## config.mk

```make
export PLATFORM = sky130hd
export DESIGN_NAME = apogee_strobe_gen_flat
export DESIGN_NICKNAME = d
export VERILOG_FILES = /design/src/rtl/apogee_strobe_gen_if.sv /design/src/rtl/apogee_strobe_gen.sv /design/src/flat_wrapper.sv
export SDC_FILE = /design/constraint.sdc
export NUM_CORES = 1
export LEC_CHECK = 0
export CAP_MARGIN = 20
export CORE_ASPECT_RATIO = 0.5
export CORE_MARGIN = 5
export CORE_UTILIZATION = 40
export CTS_BUF_LIST = sky130_fd_sc_hd__clkbuf_16
export CTS_CLUSTER_SIZE = 8
export DETAILED_ROUTE_END_ITERATION = 10
export MAX_ROUTING_LAYER = met4
export PLACE_DENSITY = 0.64
export SLEW_MARGIN = 20
export SYNTH_ARGS = -nofsm -noshare
export SYNTH_HDL_FRONTEND = slang
export SYNTH_SLANG_ARGS = --single-unit
```

## constraint.sdc

```tcl
create_clock -name clk -period 2.3 [get_ports clk]
set_input_delay 0.46 -clock clk [delete_from_list [all_inputs] [get_ports clk]]
set_output_delay 0.46 -clock clk [all_outputs]
set_load 0.01 [all_outputs]
```

## src/rtl/apogee_strobe_gen_if.sv

```systemverilog
// rtl/apogee_strobe_gen_if.sv - turbo/stall controls and strobe outputs of the Apogee strobe generator
interface apogee_strobe_gen_if;
  logic [1:0] turbo;
  logic       stall;
  logic       ce_f1;
  logic       ce_f2;
  logic       ce_periph;
  logic       ce_pix;
  logic       ce_pix2x;
  logic       ce_ps2;
  logic [1:0] turbo_cur;

  // Consumer side: drives turbo/stall, observes strobes
  modport master (
    output turbo, stall,
    input  ce_f1, ce_f2, ce_periph, ce_pix, ce_pix2x, ce_ps2, turbo_cur
  );

  // Generator side
  modport slave (
    input  turbo, stall,
    output ce_f1, ce_f2, ce_periph, ce_pix, ce_pix2x, ce_ps2, turbo_cur
  );
endinterface

```

## src/rtl/apogee_strobe_gen.sv

```systemverilog
// rtl/apogee_strobe_gen.sv - clock-enable generator for CPU phases, PIT/DMA, pixel and PS/2 strobes
module apogee_strobe_gen #(
  parameter int CPU_DIV      = 28,
  parameter int F2_DLY       = 2,
  parameter int MAX_TURBO    = 2,
  parameter int PERIPH_DIV   = 28,
  parameter int PERIPH_PHASE = 4,
  parameter int PIX_DIV      = 6,
  parameter int PS2_DIV      = 3571
) (
  input  logic                 clk,
  input  logic                 reset_n,
  apogee_strobe_gen_if.slave   bus
);

  localparam int CW       = $clog2(CPU_DIV);
  localparam int PW       = $clog2(PERIPH_DIV);
  localparam int XW       = $clog2(PIX_DIV);
  localparam int SW       = $clog2(PS2_DIV);
  localparam int NSUB_MAX = 1 << MAX_TURBO;

  logic [CW-1:0] cpu_cnt_q, cpu_cnt_d;
  logic [PW-1:0] per_cnt_q, per_cnt_d;
  logic [XW-1:0] pix_cnt_q, pix_cnt_d;
  logic [SW-1:0] ps2_cnt_q, ps2_cnt_d;
  logic [1:0]    turbo_cur_q, turbo_cur_d;
  logic          ce_f1_q, ce_f1_d;
  logic          ce_f2_q, ce_f2_d;
  logic          ce_periph_q, ce_periph_d;
  logic          ce_pix_q, ce_pix_d;
  logic          ce_pix2x_q, ce_pix2x_d;
  logic          ce_ps2_q, ce_ps2_d;

  logic [1:0]    turbo_clamp;
  logic          f1_hit;
  logic          f2_hit;
  int            sub_len;
  int            sub_cnt;

  // Clamp the requested turbo exponent to the supported maximum
  always_comb begin
    turbo_clamp = bus.turbo;
    if (int'(bus.turbo) > MAX_TURBO) turbo_clamp = 2'(MAX_TURBO);
  end

  // Sub-period boundary detection: compare cpu_cnt against each multiple of SUB
  // (offset by F2_DLY for phase 2) instead of dividing
  always_comb begin
    f1_hit  = 1'b0;
    f2_hit  = 1'b0;
    sub_len = CPU_DIV >> turbo_cur_q;
    sub_cnt = 1 << turbo_cur_q;
    for (int m = 0; m < NSUB_MAX; m++) begin
      if (m < sub_cnt) begin
        if (int'(cpu_cnt_q) == m * sub_len)          f1_hit = 1'b1;
        if (int'(cpu_cnt_q) == m * sub_len + F2_DLY) f2_hit = 1'b1;
      end
    end
  end

  // Next-state for counters, turbo latch and registered strobes
  always_comb begin
    cpu_cnt_d   = cpu_cnt_q;
    turbo_cur_d = turbo_cur_q;
    if (!bus.stall) begin
      if (cpu_cnt_q == CW'(CPU_DIV - 1)) begin
        cpu_cnt_d   = '0;
        turbo_cur_d = turbo_clamp;
      end else begin
        cpu_cnt_d = cpu_cnt_q + CW'(1);
      end
    end

    per_cnt_d = (per_cnt_q == PW'(PERIPH_DIV - 1)) ? '0 : per_cnt_q + PW'(1);
    pix_cnt_d = (pix_cnt_q == XW'(PIX_DIV - 1))    ? '0 : pix_cnt_q + XW'(1);
    ps2_cnt_d = (ps2_cnt_q == SW'(PS2_DIV - 1))    ? '0 : ps2_cnt_q + SW'(1);

    ce_f1_d     = !bus.stall && f1_hit;
    ce_f2_d     = !bus.stall && f2_hit;
    ce_periph_d = (per_cnt_q == PW'(PERIPH_PHASE));
    ce_pix_d    = (pix_cnt_q == '0);
    ce_pix2x_d  = (pix_cnt_q == '0) || (pix_cnt_q == XW'(PIX_DIV / 2));
    ce_ps2_d    = (ps2_cnt_q == '0);
  end

  // State register; reset abandons any period in progress
  always_ff @(posedge clk or negedge reset_n) begin
    if (!reset_n) begin
      cpu_cnt_q   <= '0;
      per_cnt_q   <= '0;
      pix_cnt_q   <= '0;
      ps2_cnt_q   <= '0;
      turbo_cur_q <= '0;
      ce_f1_q     <= 1'b0;
      ce_f2_q     <= 1'b0;
      ce_periph_q <= 1'b0;
      ce_pix_q    <= 1'b0;
      ce_pix2x_q  <= 1'b0;
      ce_ps2_q    <= 1'b0;
    end else begin
      cpu_cnt_q   <= cpu_cnt_d;
      per_cnt_q   <= per_cnt_d;
      pix_cnt_q   <= pix_cnt_d;
      ps2_cnt_q   <= ps2_cnt_d;
      turbo_cur_q <= turbo_cur_d;
      ce_f1_q     <= ce_f1_d;
      ce_f2_q     <= ce_f2_d;
      ce_periph_q <= ce_periph_d;
      ce_pix_q    <= ce_pix_d;
      ce_pix2x_q  <= ce_pix2x_d;
      ce_ps2_q    <= ce_ps2_d;
    end
  end

  assign bus.ce_f1     = ce_f1_q;
  assign bus.ce_f2     = ce_f2_q;
  assign bus.ce_periph = ce_periph_q;
  assign bus.ce_pix    = ce_pix_q;
  assign bus.ce_pix2x  = ce_pix2x_q;
  assign bus.ce_ps2    = ce_ps2_q;
  assign bus.turbo_cur = turbo_cur_q;

endmodule
```

## src/flat_wrapper.sv

```systemverilog
// flat-port wrapper written by rule: the top's interface ports become plain ports
module apogee_strobe_gen_flat 
#(
  parameter int CPU_DIV      = 28,
  parameter int F2_DLY       = 2,
  parameter int MAX_TURBO    = 2,
  parameter int PERIPH_DIV   = 28,
  parameter int PERIPH_PHASE = 4,
  parameter int PIX_DIV      = 6,
  parameter int PS2_DIV      = 3571
)
  (clk, reset_n, bus_turbo, bus_stall, bus_ce_f1, bus_ce_f2, bus_ce_periph, bus_ce_pix, bus_ce_pix2x, bus_ce_ps2, bus_turbo_cur);
  apogee_strobe_gen_if bus_i ();
  input  logic clk;
  input  logic reset_n;
  input wire logic [$bits(bus_i.turbo)-1:0] bus_turbo;
  input wire logic [$bits(bus_i.stall)-1:0] bus_stall;
  output wire logic [$bits(bus_i.ce_f1)-1:0] bus_ce_f1;
  output wire logic [$bits(bus_i.ce_f2)-1:0] bus_ce_f2;
  output wire logic [$bits(bus_i.ce_periph)-1:0] bus_ce_periph;
  output wire logic [$bits(bus_i.ce_pix)-1:0] bus_ce_pix;
  output wire logic [$bits(bus_i.ce_pix2x)-1:0] bus_ce_pix2x;
  output wire logic [$bits(bus_i.ce_ps2)-1:0] bus_ce_ps2;
  output wire logic [$bits(bus_i.turbo_cur)-1:0] bus_turbo_cur;
  assign bus_i.turbo = bus_turbo;
  assign bus_i.stall = bus_stall;
  assign bus_ce_f1 = bus_i.ce_f1;
  assign bus_ce_f2 = bus_i.ce_f2;
  assign bus_ce_periph = bus_i.ce_periph;
  assign bus_ce_pix = bus_i.ce_pix;
  assign bus_ce_pix2x = bus_i.ce_pix2x;
  assign bus_ce_ps2 = bus_i.ce_ps2;
  assign bus_turbo_cur = bus_i.turbo_cur;
  apogee_strobe_gen #(.CPU_DIV(CPU_DIV), .F2_DLY(F2_DLY), .MAX_TURBO(MAX_TURBO), .PERIPH_DIV(PERIPH_DIV), .PERIPH_PHASE(PERIPH_PHASE), .PIX_DIV(PIX_DIV), .PS2_DIV(PS2_DIV)) u_core (.clk(clk), .reset_n(reset_n), .bus(bus_i));
endmodule
```

==> flow_summary.ini <==
[status]
status = finished, final reports clean

[clock_network]
clk_root_buffer_cell = clkbuf_16
cts_buffers = 5
clkTransAtPathRegs_ns = 0.05
cts_hold_buf = 0
cts_num_sinks = 33
post_cts_buffers = 0
clk_path_buf_depth = 2
insertion_delay_ns = 0.28
postCtsResizedCells = 0
cts_max_level = 2
tritoncts = built

[synthesis]
synth_top_family_by_area = simple AND/OR/NAND/NOR gates
synth_mux_area_frac = 0.0101
synth-xor-area-share = 0.111
syn_inst = 217
synth_compound_area_frac = 0.0824
yosysSeqAreaShare = 0.419
netlist_area_mm2 = 0.00197
synthDistinctLibCells = 39
synth_seq_cells = 33
ys_warn_count = 0
syn_nets = 238
synth_fa_ha_area_frac = 0.101
syn_area_per_cell_um2 = 9.09
yosys.area_share.simple = 0.221

[grt]
grt_use_total = 0.130
gr-total-overflow = 0
grt_pass1_vias = 1438
grt_pass1_wl_um = 6280
antenna_found_initial = 0
grt_max_degree = 34

[critical_path]
crit_path_cell_trace = buf_4 > ha_1 > and2_1 > o21a_1 > o2111ai_1 > a21o_1 > a31oi_1
endpoint_kind = flip-flop
r2r_end = u_core.bus.ce_f2$_DFF_PN0_
cp_data_required_time_ns = 2.44
timing.rr.start = u_core.bus.turbo_cur[1]$_DFFE_PN0P_
crit_fanout = 13
reg2reg_slack_ns = 0.48
critPathMaxStageDelay_ns = 0.41
cp_slowest_cell = dfrtp_1
setup.worst_path.start_class = flip-flop
critical_path_class = flip-flop to flip-flop
arrival_ns = 1.96
r2r_cells = 7

[layout]
antenna_cells = 0
layout_common_cells = 33 x dfrtp_1, 25 x nand2_1, 22 x nor2_1
layout-drive-gt1-share = 0.0522
final_net_count = 250
multi_input_area_mm2 = 0.00104
area_growth_pct = 15.8
layout_commonest_cell = dfrtp_1
seqCellArea_um2 = 826
fillCellCount = 459

[sta]
worstMarginPinSlew_ns = 0.480
finalMaxSlewViolations = 0
final-hold-violation-count = 0
setup_tns_ns = 0
skew_ns = 0.00456
fin_crit_sh = 0.790
rsz0062_at_grt = false
timing.fmax_mhz = 550
finalSetupViolCount = 0
setup_slack_ns = 0.483
fin_hold_ws_ns = 0.443
finalCriticalPeriod_ns = 1.82
slew_headroom = 0.680

[place]
dp_worst_setup_slack_ns = 0.506
dp_hpwl_um = 2500
numPortBuffers = 12
place.gp.congestion = 0.881

[power]
clkPwrFrac = 0.261
p_seq_frac = 0.340
leakage_uw = 0.00101
p_sw_uw = 898
internal_power_uw = 1480
irDropWorstVdd_mv = 0.409
p_per_area_mw_per_mm2 = 1040
combPwrFrac = 0.399
power.total_uw = 2370
swShare = 0.378

[floorplan]
io_pins = 13
die_area_mm2 = 0.00652
num_rows = 18
initial_core_util = 0.407
die_h_um = 59.7
die_w_um = 109
coreArea_mm2 = 0.00484

[route]
routed_wl_um = 3440
drc = 0
detail-route-antenna-nets = 0
wl_per_cell_um = 11.5
dr.pass1.iters = 4
viasPerCell = 4.88
drt_iter0_drc = 37
num_vias = 1463

[flow_run]
drv_cap = 0

[min_path]
hp-start = u_core.pix_cnt_q[1]$_DFF_PN0_
hold_class = flip-flop to flip-flop
min_to = u_core.bus.ce_pix$_DFF_PN0_
min_path_cells = 1
cell families (layout without fill, tap and decap cells):
| family | after synthesis | count (layout) |
|---|---|---|
| simple gates | 89 | 89 |
| flops | 33 | 33 |
| compound gates | 27 | 27 |
| xor+xnor | 25 | 25 |
| buf+inv | 25 | 38 |
| fa+ha+maj | 16 | 16 |
| mux | 2 | 2 |
state kept, by name, summed over array words and instances, names as in the netlist:
name / count
u_core.ps2_cnt_q: 12
u_core.bus.ce_ps2: 1
u_core.bus.ce_f1: 1
u_core.bus.ce_periph: 1
u_core.cpu_cnt_q: 5
u_core.bus.ce_pix2x: 1
u_core.per_cnt_q: 5
u_core.pix_cnt_q: 3
u_core.bus.ce_pix: 1
u_core.bus.turbo_cur: 2
u_core.bus.ce_f2: 1
metrics by stage:
stage	instance area [µm²]	cells	util
6_report	2280	300	0.472
5_1_grt	2280	300	0.472
4_1_cts	2280	300	0.472
3_5_place_dp	2150	292	0.443
3_3_place_gp	2150	292	0.443
2_1_floorplan	1970	217	-
worst max-delay path, delay by kind of cell, from the launching register on:
| kind | cells | cell delay [ns] |
|---|---|---|
| AO/OA/AOI/OAI | 4 | 0.58 |
| buffers and inverters | 1 | 0.20 |
| flip-flops | 1 | 0.41 |
| AND/OR/NAND/NOR | 1 | 0.21 |
| adder cells (fa/ha/maj) | 1 | 0.28 |
how the worst max path moves through the flow:
| stage | slack [ns] | cells past startpoint | startpoint | end |
|---|---|---|---|---|
| after global routing | 0.34 | 6 | u_core.bus.turbo_cur[1]$_DFFE_PN0P_ | u_core.bus.ce_f1$_DFF_PN0_ |
| after CTS | 0.49 | 7 | u_core.bus.turbo_cur[1]$_DFFE_PN0P_ | u_core.bus.ce_f2$_DFF_PN0_ |
| after detailed placement | 0.51 | 7 | u_core.bus.turbo_cur[1]$_DFFE_PN0P_ | u_core.bus.ce_f2$_DFF_PN0_ |
| after floorplan | 0.43 | 9 | u_core.bus.turbo_cur[1]$_DFFE_PN0P_ | u_core.bus.ce_f2$_DFF_PN0_ |
| final | 0.48 | 7 | u_core.bus.turbo_cur[1]$_DFFE_PN0P_ | u_core.bus.ce_f2$_DFF_PN0_ |
| after global placement | 0.55 | 7 | u_core.bus.turbo_cur[1]$_DFFE_PN0P_ | u_core.bus.ce_f2$_DFF_PN0_ |
area by class of cell:
cell class              count  area share
clock buffers               5      0.0548
clock inverters             3     0.00548
inverters                  16      0.0263
multi-input cells         159       0.455
flip-flops and latches     33       0.361
well taps                  70      0.0383
repair buffers             14      0.0591
routing by layer:
layer	vias to the layer above	wire length [µm]	track usage
met5	-	0	-
li1	746	-	-
met3	3	134	0.0334
met4	0	36	0.0675
met2	24	1580	0.203
met1	690	1690	0.158
synth_stat cells (all sizes together):
master	instances	area (µm²)
and2	2	12.5
mux2i	2	20.0
dfrtp	33	826
nor2	23	88.8
xnor2	17	149
a21oi	3	15.0
nor4b	1	8.76
nand3b	1	7.51
a21o	1	7.51
nand3	10	50.1
ha	16	200
and3b	1	8.76
nor3	7	40.0
a32o	1	10.0
buf	6	36.3
nand4	6	37.5
o2111ai	1	8.76
nor4	4	31.3
clkbuf	3	12.5
nor3b	1	7.51
xor2	8	70.1
nand2b	3	18.8
and3	1	6.26
nand2	25	93.8
a311oi	1	8.76
a41oi	1	8.76
nor2b	2	12.5
o21ai	13	65.1
or2	2	12.5
inv	16	60.1
o21a	1	7.51
o22ai	2	12.5
a31oi	3	18.8
power by group through the flow:
| stage | registers, µW | logic (µW) | clock network [µW] |
|---|---|---|---|
| floorplan | 723 | 829 | 0 |
| global placement | 815 | 929 | 0 |
| detailed placement | 817 | 946 | 0 |
| CTS | 808 | 947 | 645 |
| global route | 827 | 1060 | 667 |
| finish | 807 | 947 | 620 |
(Power assumes the default switching activity.)
==> RTL change 1 (same settings) <==
`PIX_DIV` is set to 6 in 2 places; all go to 7.
--- a/src/rtl/apogee_strobe_gen.sv
+++ b/src/rtl/apogee_strobe_gen.sv
@@ -6,5 +6,5 @@
   parameter int PERIPH_DIV   = 28,
   parameter int PERIPH_PHASE = 4,
-  parameter int PIX_DIV      = 6,
+  parameter int PIX_DIV      = 7,
   parameter int PS2_DIV      = 3571
 ) (
--- a/src/flat_wrapper.sv
+++ b/src/flat_wrapper.sv
@@ -7,5 +7,5 @@
   parameter int PERIPH_DIV   = 28,
   parameter int PERIPH_PHASE = 4,
-  parameter int PIX_DIV      = 6,
+  parameter int PIX_DIV      = 7,
   parameter int PS2_DIV      = 3571
 )
Function: changed (a bounded check fails within 10 cycles, from zero or initial values and one cycle with reset_n low).
==> RTL change 1 against the unedited design <==
- wire length increased by 5.3%
- sequential cell count did not move
- cell area is 0.38% higher
- synthesized area increased by 0.19%
- power rose by 1.5%
- setup slack worse by 33 ps
- synthesized cell count unchanged
- clock power is 3.9% higher
- final cell count did not move
- sequential power hardly changed
- maximum frequency down 1.8%
- critical endpoint unchanged
- largest cell class unchanged
- highest routed layer unchanged
==> RTL change 1: results (changes against the unedited design) <==
outcome=finished, final reports clean; Worst VDD drop=0.000402 V (-1.8%); 1st-iter DRT viols=42 (+14%); synth top area cells=dfrtp_1 (42%), ha_1 (10%), xnor2_1 (7.5%), nand2_1 (4.7%), nor2_1 (4.0%); vias in the first global route=1475 (+2.6%); post-place setup slack=471 ps (-34.5 ps); cell taking the most area after synthesis=dfrtp_1; total global-route track usage=13.3% (+0.27 points); IO Port Bufs=12 (unchanged); routability cong.=0.814 (-7.6%); Fill cells=482 (+5.0%); largest net degree at the start of global routing=34 (unchanged); H-tree Lvls=2 (unchanged); CP Data Arrival Time=2040 ps (+80 ps); first-pass GRT wire length=6570 um (+4.6%); Lkg Pwr=0.00100 uW (-0.55%); Root Buffer=clkbuf_16; vias per inst=4.97 (+1.9%); Post-Route Skew=1.93 ps (-2.63 ps); CP max FO=7 (-6); Yosys warnings=0 (unchanged); Post-synth top cells=dfrtp_1 (33), nand2_1 (25), nor2_1 (21); Max-slew headroom=65.6% (-2.4 points); final wirelength=3630 um (+5.3%); share of cells above drive strength 1=6.09% (+0.87 points); Final HPWL DP=2540 um (+1.3%)
-- RTL change 1: cell types whose count changed in the layout (fill, tap and decap cells not counted) --
cell and change:
a21oi_1 +1, and2_1 +1, clkinv_1 -2, clkinv_2 +1
clkinvlp_4 +1, inv_1 -1, nor2_1 -1
-- RTL change 1: through the flow --
step	hold WS, ps	utilization [%]	cells	cell area [um2]	power (uW)
after floorplan	164	-	217	1980	1550
after global placement	465	44.2	292	2150	1740
after detailed placement	466	44.2	292	2150	1760
after CTS	475	47.1	300	2290	2420
after global routing	498	47.1	300	2290	2570
final	475	47.1	300	2290	2410
-- RTL change 1: path summary, 6_finish.rpt --
path / cells after the start / endpoint / from / slack (ps)
worst min register to register: 1 / u_core.pix_cnt_q[0]$_DFF_PN0_ / u_core.pix_cnt_q[0]$_DFF_PN0_ / 480
worst max register to register: 7 / u_core.bus.ce_f2$_DFF_PN0_ / u_core.bus.turbo_cur[0]$_DFFE_PN0P_ / 450
worst max-delay path: 7 / u_core.bus.ce_f2$_DFF_PN0_ / u_core.bus.turbo_cur[0]$_DFFE_PN0P_ / 450
max in group asynchronous: 2 / u_core.ps2_cnt_q[7]$_DFF_PN0_ / reset_n / 1410
min in group asynchronous: 2 / u_core.cpu_cnt_q[1]$_DFFE_PN0N_ / reset_n / 580
worst min-delay path: 1 / u_core.pix_cnt_q[0]$_DFF_PN0_ / u_core.pix_cnt_q[0]$_DFF_PN0_ / 480
-- RTL change 1: cell type report --
class	instances	area, um2	share of cell area (%)
Multi-Input combinational cell	160	1050	45.6
Tap cell	70	87.6	3.82
Clock inverter	3	17.5	0.764
Timing Repair Buffer	14	135	5.89
Clock buffer	5	125	5.46
Inverter	15	56.3	2.45
Sequential cell	33	826	36.0
-- RTL change 1: critical path, delay by kind of cell (launching register included) --
kind            cells  cell delay [ps]
compound gates      2              440
xor+xnor            1              170
fa+ha+maj           1              310
buf+inv             1              130
flops               1              420
simple gates        2              300
-- RTL change 1: routing by layer --
layer  wire length (um)  global-route usage [%]  share of wire [%]
met1               1750                    16.0                 48
met2               1670                    21.7                 46
met3                161                    3.56                4.4
met4                 49                    4.80                1.4
met5                  0                       -                  0
-- RTL change 1: power breakdown --
part / switching, uW / total [uW] / internal [uW]
clock: 248 / 644 / 396
sequential: 159 / 804 / 645
combinational: 520 / 961 / 441
-- RTL change 1: cell families (layout without fill, tap and decap cells) --
logic type                 count (synthesis)  count (layout)  share of synthesized area [%]
DFF                                       33              33                           41.8
and+or+nand+nor                           89              89                           22.2
AOI/OAI and AO/OA                         28              28                           8.48
adders and majority gates                 16              16                           10.1
xor gates and xnor gates                  25              25                           11.1
muxes                                      2               2                           1.01
buffers and inverters                     24              37                           5.32
==> RTL change 2 (config.mk and constraints unchanged) <==
Without the edit above. Reset style: synchronous (`reset_n`), changed in one clocked block.
--- a/src/rtl/apogee_strobe_gen.sv
+++ b/src/rtl/apogee_strobe_gen.sv
@@ -85,5 +85,5 @@
 
   // State register; reset abandons any period in progress
-  always_ff @(posedge clk or negedge reset_n) begin
+  always_ff @(posedge clk) begin
     if (!reset_n) begin
       cpu_cnt_q   <= '0;
Behaviour: differs if reset_n is asserted again (counterexample within 4 cycles, from zero or initial values and one cycle with reset_n low); with reset_n held inactive, the same outputs for 10 cycles.
==> RTL change 2 against the unedited design <==
- utilization grew 1.7 points
- non-clock buffer count is 1 lower
- wire length fell by 2.8%
- first-iteration DRC count increased by 14%
- global-route usage down 0.97 points
- cell area down 3.6%
- sequential cell count unchanged
- setup slack worse by 130 ps
- synthesized area down 3.1%
- critical endpoint is now bus_turbo_cur[1]
- largest cell class unchanged
- highest routed layer unchanged
Power is not compared: it rests on default switching activity, and its combinational part moved more than twofold at a synthesized area within 25%.
==> RTL change 2: results (changes against the unedited design) <==
Fill cells=451 (-1.7%); Hold Startpoint=u_core.ps2_cnt_q[0]$_SDFF_PP0_; routability cong.=0.814 (-7.7%); routed vias=1413 (-3.4%); CP max FO=11 (-2); Post-synth top cells=dfxtp_1 (33), nor2_1 (29), ha_1 (19); DRT Pass-1 Iters=4 (unchanged); M1 WL=1700 um (+0.77%); Post-layout nets=253 (+1.2%); cts bufs inserted=5 (unchanged); clock slew at reported path FFs=50 ps (about the same); H-tree Lvls=2 (unchanged); largest net degree at the start of global routing=17 (-50%); Top FF cell, synth=dfxtp_1; CP Data Arrival Time=1490 ps (-470 ps); vias in the first global route=1349 (-6.2%); synth unique cells=44 (+13%); outcome=finished, final reports clean; metal3 WL=89 um (-34%); hold crit path type=reg -> reg; Critical R2R Capture=u_core.bus.ce_f2$_SDFF_PN0_; Final HPWL DP=2490 um (-0.50%); setup slack, reg-to-reg=490 ps; first-pass GRT wire length=5820 um (-7.4%); hold_ws=465 ps (+22.9 ps); CTS resizes=0 (unchanged); Met2 Wirelength=1490 um (-5.7%); r2r startpoint=u_core.bus.turbo_cur[1]$_SDFFE_PN0P_; share of flip-flops with an asynchronous set or reset=0% (-100 points); Max-slew headroom=61.0% (-7.0 points); highest metal used=met4; WL/cell=11.3 um (-1.5%); 1st-iter DRT viols=42 (+14%); hold path endpoint=u_core.ps2_cnt_q[0]$_SDFF_PP0_; syn_nets=242 (+1.7%); sequential area share after synthesis=34.6% (-7.3 points); share of cells above drive strength 1=6.09% (+0.87 points); R2R cell count=7 (unchanged); Post-Route Skew=4.40 ps (-0.163 ps); synth top area cells=dfxtp_1 (35%), ha_1 (12%), xor2_1 (6.4%), nor2_1 (5.7%), xnor2_1 (5.5%); total global-route track usage=12.0% (-0.97 points); # Post-CTS Setup Buffers=0 (unchanged); Worst VDD drop=0.000238 V
==> RTL change 2: worst max-delay path by stage <==
stage | endpoint | start | cells after the start
floorplan | u_core.bus.ce_f2$_SDFF_PN0_ | u_core.bus.turbo_cur[1]$_SDFFE_PN0P_ | 9
global placement | u_core.cpu_cnt_q[1]$_SDFFE_PN0N_ | bus_stall | 6
detailed placement | u_core.cpu_cnt_q[2]$_SDFFE_PN0N_ | bus_stall | 6
CTS | bus_turbo_cur[1] | u_core.bus.turbo_cur[1]$_SDFFE_PN0P_ | 2
global route | u_core.bus.ce_f2$_SDFF_PN0_ | u_core.bus.turbo_cur[1]$_SDFFE_PN0P_ | 7
finish | bus_turbo_cur[1] | u_core.bus.turbo_cur[1]$_SDFFE_PN0P_ | 2
==> RTL change 2: power breakdown <==
| group | switching (uW) | internal, uW |
|---|---|---|
| Clock | 224 | 392 |
| Sequential | 24.8 | 599 |
| Combinational | 51.7 | 57.6 |
==> RTL change 2: critical path, cell delays in order, from the launching register on <==
cell and delay [ps]:
dfxtp_1 440, buf_4 220, clkdlybuf4s50_1 550
==> RTL change 2: cell families (layout without fill, tap and decap cells) <==
logic type                 Yosys count  count (layout)  synth area share [%]
AOI/OAI and AO/OA                   19              19                  7.13
buffers and inverters               22              34                  5.63
and+or+nand+nor                     96              96                  26.8
xor gates and xnor gates            26              26                  11.9
DFF                                 33              33                  34.6
muxes                                3               3                  1.57
adders and majority gates           19              19                  12.4
==> RTL change 2: through the flow <==
stage / instance area, um2 / total power, uW / std cells / worst slack (ps) / utilization, %
finish: 2200 / 1350 / 296 / 354 / 48.8
global route: 2200 / 1410 / 296 / 250 / 48.8
CTS: 2200 / 1370 / 296 / 341 / 48.8
detailed placement: 2060 / 747 / 288 / 258 / 45.8
global placement: 2060 / 743 / 288 / 362 / 45.8
floorplan: 1910 / 704 / 218 / 532 / -
==> RTL change 2: cell type report <==
class,count,area [um2],area share [%]
sequential,33,661,30.0
tap,66,82.6,3.75
timing repair buffer,13,128,5.80
clock inverter,3,13.8,0.625
multi-input combinational,163,1140,51.9
inverter,13,48.8,2.22
clock buffer,5,125,5.68
==> RTL change 2: routing by layer <==
layer,vias to the layer above,track usage [%]
met1,648,12.9
met3,4,3.61
met5,-,-
met2,12,20.7
met4,0,5.94
li1,749,-
